--- config.mk ---
export PLATFORM = sky130hd
export DESIGN_NAME = demux
export DESIGN_NICKNAME = d
export VERILOG_FILES = /design/src/rtl/demux_pkg.sv /design/src/rtl/demux_sat_counter.sv /design/src/rtl/demux.sv
export SDC_FILE = /design/constraint.sdc
export NUM_CORES = 1
export LEC_CHECK = 0
export BUFFER_PORTS_ARGS = -buffer_cell sky130_fd_sc_hd__buf_4
export CAP_MARGIN = 20
export CORE_AREA = 2 2 39 41
export CTS_CLUSTER_SIZE = 40
export DETAILED_ROUTE_END_ITERATION = 12
export DIE_AREA = 0 0 41 43
export HOLD_SLACK_MARGIN = 0.03
export PLACE_DENSITY = 0.78
export SLEW_MARGIN = 20
export SYNTH_ARGS = -nofsm -noshare
export SYNTH_HDL_FRONTEND = slang
export SYNTH_SLANG_ARGS = --single-unit
--- constraint.sdc ---
create_clock -name clk -period 1.55 [get_ports clk]
set_clock_uncertainty 0.05 [all_clocks]
set_input_delay 0.155 -clock clk [delete_from_list [all_inputs] [get_ports clk]]
set_output_delay 0.155 -clock clk [all_outputs]
set_load 0.03 [all_outputs]
--- src/rtl/demux_pkg.sv ---
// Shared types and constants for the two-lane interleaved-link demultiplexer.
package demux_pkg;

  typedef enum logic [1:0] {
    HUNT = 2'b00,
    EXP0 = 2'b01,
    EXP1 = 2'b10
  } state_e;

  localparam int ERR_CNT_W   = 8;
  localparam int ERR_CNT_MAX = 255;

endpackage

--- src/rtl/demux_sat_counter.sv ---
// Saturating event counter, 1-cycle update latency, cleared only by async reset.
// No backpressure: every inc pulse is counted until the ceiling is reached.
module sat_counter
  import demux_pkg::*;
#(
  parameter int W   = ERR_CNT_W,
  parameter int MAX = ERR_CNT_MAX
) (
  input  logic         clk,
  input  logic         reset_L,
  input  logic         inc,
  output logic [W-1:0] cnt
);

  localparam logic [W-1:0] MAX_V = W'(MAX);

  logic [W-1:0] cnt_q, cnt_d;

  always_comb begin
    cnt_d = cnt_q;
    if (inc && (cnt_q != MAX_V)) cnt_d = cnt_q + W'(1);
  end

  always_ff @(posedge clk or negedge reset_L) begin
    if (!reset_L) cnt_q <= '0;
    else          cnt_q <= cnt_d;
  end

  assign cnt = cnt_q;

endmodule

--- src/rtl/demux.sv ---
// Splits the alternating lane-0/lane-1 word stream back into two registered lanes; 1-cycle latency,
// no backpressure (every valid word is consumed). DEMUX_ERR_CNT_EN adds the saturating err_cnt port.
module demux
  import demux_pkg::*;
#(
  parameter int WIDTH = 4
) (
  input  logic             clk,
  input  logic             reset_L,
  input  logic [WIDTH-1:0] data_in,
  input  logic             valid_in,
  input  logic             sof_in,
  output logic [WIDTH-1:0] data_out_0,
  output logic [WIDTH-1:0] data_out_1,
  output logic             valid_out_0,
  output logic             valid_out_1,
  output logic             pair_valid,
  output logic             locked,
  output logic             align_err
`ifdef DEMUX_ERR_CNT_EN
  ,
  output logic [ERR_CNT_W-1:0] err_cnt
`endif
);

  state_e           state_q, state_d;
  logic [WIDTH-1:0] data0_q, data0_d;
  logic [WIDTH-1:0] data1_q, data1_d;
  logic             vo0_q, vo0_d;
  logic             vo1_q, vo1_d;
  logic             pair_q, pair_d;
  logic             locked_q, locked_d;
  logic             align_err_q, align_err_d;

  always_ff @(posedge clk or negedge reset_L) begin
    if (!reset_L) state_q <= HUNT;
    else          state_q <= state_d;
  end

  // A slip re-anchors on the new lane-0 word, so EXP1 is held rather than left.
  always_comb begin
    state_d = state_q;
    if (valid_in) begin
      case (state_q)
        HUNT:    if (sof_in) state_d = EXP1;
        EXP1:    if (!sof_in) state_d = EXP0;
        EXP0:    state_d = EXP1;
        default: state_d = HUNT;
      endcase
    end
  end

  always_comb begin
    data0_d     = data0_q;
    data1_d     = data1_q;
    vo0_d       = 1'b0;
    vo1_d       = 1'b0;
    pair_d      = 1'b0;
    align_err_d = 1'b0;
    locked_d    = locked_q;
    if (valid_in) begin
      case (state_q)
        HUNT: begin
          if (sof_in) begin
            data0_d  = data_in;
            vo0_d    = 1'b1;
            locked_d = 1'b1;
          end
        end
        EXP1: begin
          if (sof_in) begin
            data0_d     = data_in;
            vo0_d       = 1'b1;
            align_err_d = 1'b1;
          end else begin
            data1_d = data_in;
            vo1_d   = 1'b1;
            pair_d  = 1'b1;
          end
        end
        EXP0: begin
          data0_d = data_in;
          vo0_d   = 1'b1;
        end
        default: ;
      endcase
    end
  end

  always_ff @(posedge clk or negedge reset_L) begin
    if (!reset_L) begin
      data0_q     <= '0;
      data1_q     <= '0;
      vo0_q       <= 1'b0;
      vo1_q       <= 1'b0;
      pair_q      <= 1'b0;
      locked_q    <= 1'b0;
      align_err_q <= 1'b0;
    end else begin
      data0_q     <= data0_d;
      data1_q     <= data1_d;
      vo0_q       <= vo0_d;
      vo1_q       <= vo1_d;
      pair_q      <= pair_d;
      locked_q    <= locked_d;
      align_err_q <= align_err_d;
    end
  end

  assign data_out_0  = data0_q;
  assign data_out_1  = data1_q;
  assign valid_out_0 = vo0_q;
  assign valid_out_1 = vo1_q;
  assign pair_valid  = pair_q;
  assign locked      = locked_q;
  assign align_err   = align_err_q;

`ifdef DEMUX_ERR_CNT_EN
  // Fed from the next-state pulse so the count moves in the same cycle align_err shows.
  sat_counter #(
    .W   (ERR_CNT_W),
    .MAX (ERR_CNT_MAX)
  ) u_err_cnt (
    .clk     (clk),
    .reset_L (reset_L),
    .inc     (align_err_d),
    .cnt     (err_cnt)
  );
`endif

endmodule

Yosys cells after proc, flatten, opt, wreduce, memory -nomap -nowiden
Index checks and enable logic that the tools add are counted.
Cells by class
  $add $sub $neg: 0
  $mul: 0
  divide/modulo/power cells: 0
  order comparisons: 0
  equal/unequal tests: 5
  shift-type cells: 0
  muxes and demuxes: 13
  bitwise gates (word level): 1
  reduce and logical (&&, ||, !) cells: 7
Operators with widths (count)
  $reduce_and 3->1: 4
  $pmux 4 s2: 1
  $mux 1: 7
  $pmux 2 s3: 1
  $mux 2: 2
  $mux 4: 1
  $ne 2x2->1 const B: 2
  $eq 2x1->1 const B: 1
  $eq 2x2->1 const B: 1
  $logic_not 2->1: 1
  $ne 2x1->1 const B: 1
  $pmux 1 s2: 1
  $reduce_bool 2->1: 1
  $reduce_or 2->1: 1
  $not 1->1: 1
Word-level totals
  register bits after elaboration: 14
  bits in latches: 0
  memory bits (writable): 0
  bits in read-only memories: 0
  input bits: 8
  output and inout port bits: 13
  word-level logic and storage cells: 33
  memories: 0

Depth between registers and ports, before layout
  depth after elaboration: 4
  gate-level depth with buffers: 3
  depth with buffers taken out: 3

Worst setup path before layout
No wires, ideal clock.
  path type: register -> register
  start point: register state_q[1]
  end point: register data1_q[0] (netlist: data_out_1[0])
  setup time: 125 ps
  data arrival time: 1178 ps
  required time: 1375 ps
  setup slack: 197 ps
  cell stages (with the launch flop): 4
  buffers on the path: 0
  clock period less this slack: 1353 ps
  path through: dfrtp_1 > inv_2 > nor4_4 > mux2_2
Between the ends
  word-level cells in the longest chain between the ends: 2
Ends and longest elaborated chain
  from (decl): line demux.sv:26  | state_e state_q, state_d;
  from (signal assigned): line demux.sv:37  | else state_q <= state_d;
  $eq 2x2->1: line demux.sv:62  | case (state_q)
  $reduce_and 3->1 (no source line)
  to (signal assigned): line demux.sv:101  | data1_q <= data1_d;
  to (decl): line demux.sv:28  | logic [WIDTH-1:0] data1_q, data1_d;
No other way between the ends.
A chain may end at the register's enable or synchronous reset.

Final worst setup path
  start point: input port sof_in
  end point: register data1_q[2] (netlist: data_out_1[2])
Between the ends
  word-level cells in the longest chain between the ends: 2
Ends and longest elaborated chain
  from (decl): line demux.sv:12  | input logic sof_in,
  $not 1->1 (no source line)
  $reduce_and 3->1 (no source line)
No other way between the ends.

==> out/results.ini <==
[cts]
cts_buffer_depth=2
cts.sinks=14
cts_buffers=3
htree_levels=1
clk_pin_slew_ns=0.08
cts_tree=done
post_cts_resized=0
insertion_delay_ns=0.27
cts_root_buf=clkbuf_4

[synthesis]
synth_commonest_cells=dfrtp_1 (14), mux2_2 (8), a21o_2 (2)
synth_largest_area_cell=dfrtp_1
seq_area_frac_synth_pct=66.67
synth-main-ff-cell=dfrtp_1
synth.most_common_cell=dfrtp_1
yosys_warnings=0
synth-edff-count=0
synth_top_area_share_pct=66.67
synth_nets=41
async_flop_share_pct=100.0
syn_avg_cell_area_um2=15.92
synth_area_leaders=dfrtp_1 (67%), mux2_2 (17%), nor4_4 (4.0%)
syn_area_um2=525.5
ys_ff_latch=14
postSynthCellCount=33
yosysUniqueCellTypes=12

[worst_setup_path]
crit_path_frequent_cell=buf_4
critPathTopFamily=buffers and inverters
cp_max_fo=5
critPathMaxStageDelay_ns=0.54
end_kind=flop
cp.arrival_ns=1.57
crit_type=input port to flop
start_kind=input port
r2r_start=state_q[1]$_DFFE_PN0P_
cp_slowest_cell=dlygate4sd3_1
startpoint=sof_in
required_ns=1.66
path_buf_inv=3
crit_chain=dlygate4sd3_1 > buf_4 > nor4_4 > buf_4 > mux2_2

[routing]
wl_per_cell_um=13.03
dr.pass1.iters=4
drtAntennaViolNets=0
vias_per_cell=4.893
drt_iter0_drc=2
postRouteWirelength_um=977
vias=367
drc=0

[timing]
setup_tns_ns=0
period_share_pct=94.58
slew_headroom_pct=78.01
maxSlewViolCount=0
hold_viol_final=0
rsz0062_at_grt=false
period_needed_ns=1.466
timing.fmax_ghz=0.6821
timing.final.ws_setup_ns=0.08397
worst_pin_slew_ns=0.3298
holdWs_ns=0.07094
setup_viol=0

[grt]
grt_pass1_vias=359
grt_max_degree=15
antenna_found_initial=0
grt_usage_pct=13.93
grt_pass1_wl_um=1566
overflow=0

[place]
numPortBuffers=20
place_ws_ns=0.1153
hpwl_um=695.8
gp_congestion=0.7131
dp.cells=68

[worst_hold_path]
hp-class=input port to flop
min_from=data_in[1]

[pwr]
p_leak_uw=0.0003640
ir_drop_mv=0.8477
power_frac_seq_pct=45.0
switching_share_pct=35.02
p_int_uw=714.1
powerDensity_nw_per_um2=1474
p_comb_share_pct=37.3
pwr-share-clk_pct=17.7
p_sw_uw=384.9

[finish]
fin_cells=75
fin_nets=69
syn2layout_area_growth_pct=41.90
drive_gt1_share_pct=64.41
diodes=0

[floorplanning]
die_w_um=41
die_area_um2=1763
start_util_pct=37.97
core-area_um2=1384
row_count=14
io_pins=21
die_y_um=43

[flow_run]
cap_violations=0

[outcome]
status=completed

## flip-flops by register name, summed over array words and instances (netlist names)
name / cells
data_out_0: 4
data_out_1: 4
state_q: 2
align_err: 1
locked: 1
pair_valid: 1
valid_out_0: 1
## power by group through the flow
stage	logic [uW]	registers, uW	clock network [uW]
2_1_floorplan	97.6	645	0
3_3_place_gp	400	499	0
3_5_place_dp	405	502	0
4_1_cts	410	495	207
5_1_grt	433	505	220
6_report	410	494	194
## stage by stage
stage / cell area (um^2) / util (%) / power [uW]
2_1_floorplan: 525.5 / - / 742.8
3_3_place_gp: 688.2 / 49.73 / 899.2
3_5_place_dp: 688.2 / 49.73 / 907.0
4_1_cts: 730.7 / 52.80 / 1112
5_1_grt: 745.7 / 53.89 / 1159
6_report: 745.7 / 53.89 / 1099
## placed cells by master (no fill, tap or decap), drive strengths merged
master and n:
o21bai 1, dlygate4sd3 2, nor4 1, o21ai 1
mux2 8, nand2 1, clkbuf 3, dfrtp 14
inv 2, nand3b 1, a21o 2, nor2 1
buf 22
## logic make-up (layout without fill, tap and decap cells)
logic type	Yosys count	after routing	synth area share (%)
DFF	14	14	66.67
and+or+nand+nor	4	4	6.904
buffers and inverters	3	29	2.856
AOI/OAI and AO/OA	4	4	6.430
muxes	8	8	17.14
## area by class of cell
class	instances	area [um^2]
multi-input cells	16	160.2
inverters	2	7.507
flip-flops and latches	14	350.3
well taps	16	20.02
fillers	118	638.1
repair buffers	24	185.2
clock buffers	3	22.52
## path summary, 6_finish.rpt
check	cells after the start	endpoint	slack, ns
worst max register to register	4	data_out_1[2]$_DFFE_PN0P_	0.14
worst min register to register	1	locked$_DFFE_PN0P_	0.44
max in group asynchronous	2	data_out_0[3]$_DFFE_PN0P_	1.07
min in group asynchronous	2	locked$_DFFE_PN0P_	0.21
worst min-delay path	2	data_out_0[1]$_DFFE_PN0P_	0.07
worst max-delay path	5	data_out_1[2]$_DFFE_PN0P_	0.08
## layer usage
| layer | vias up | share of wire (%) | global-route usage [%] |
|---|---|---|---|
| met5 | - | 0 | 0 |
| met4 | 0 | 1.4 | 10.00 |
| met3 | 2 | 4.1 | 4.712 |
| met2 | 13 | 56 | 20.63 |
| met1 | 186 | 39 | 15.81 |
| li1 | 166 | - | - |
## worst register-to-register path: cells and delay by family (launching register included)
family / cells / cell delay (ns)
mux: 1 / 0.33
buf+inv: 2 / 0.25
simple gates: 1 / 0.26
flops: 1 / 0.42
## what timing repair did
action | 4_1_cts | 5_1_grt
setup endpoints to repair | 0 | 4
endpoints found under the hold margin | 15 | 0
hold buffers | 2 | 0
setup buffers | 0 | 2
No activity file was read; power rests on OpenSTA's default activity.
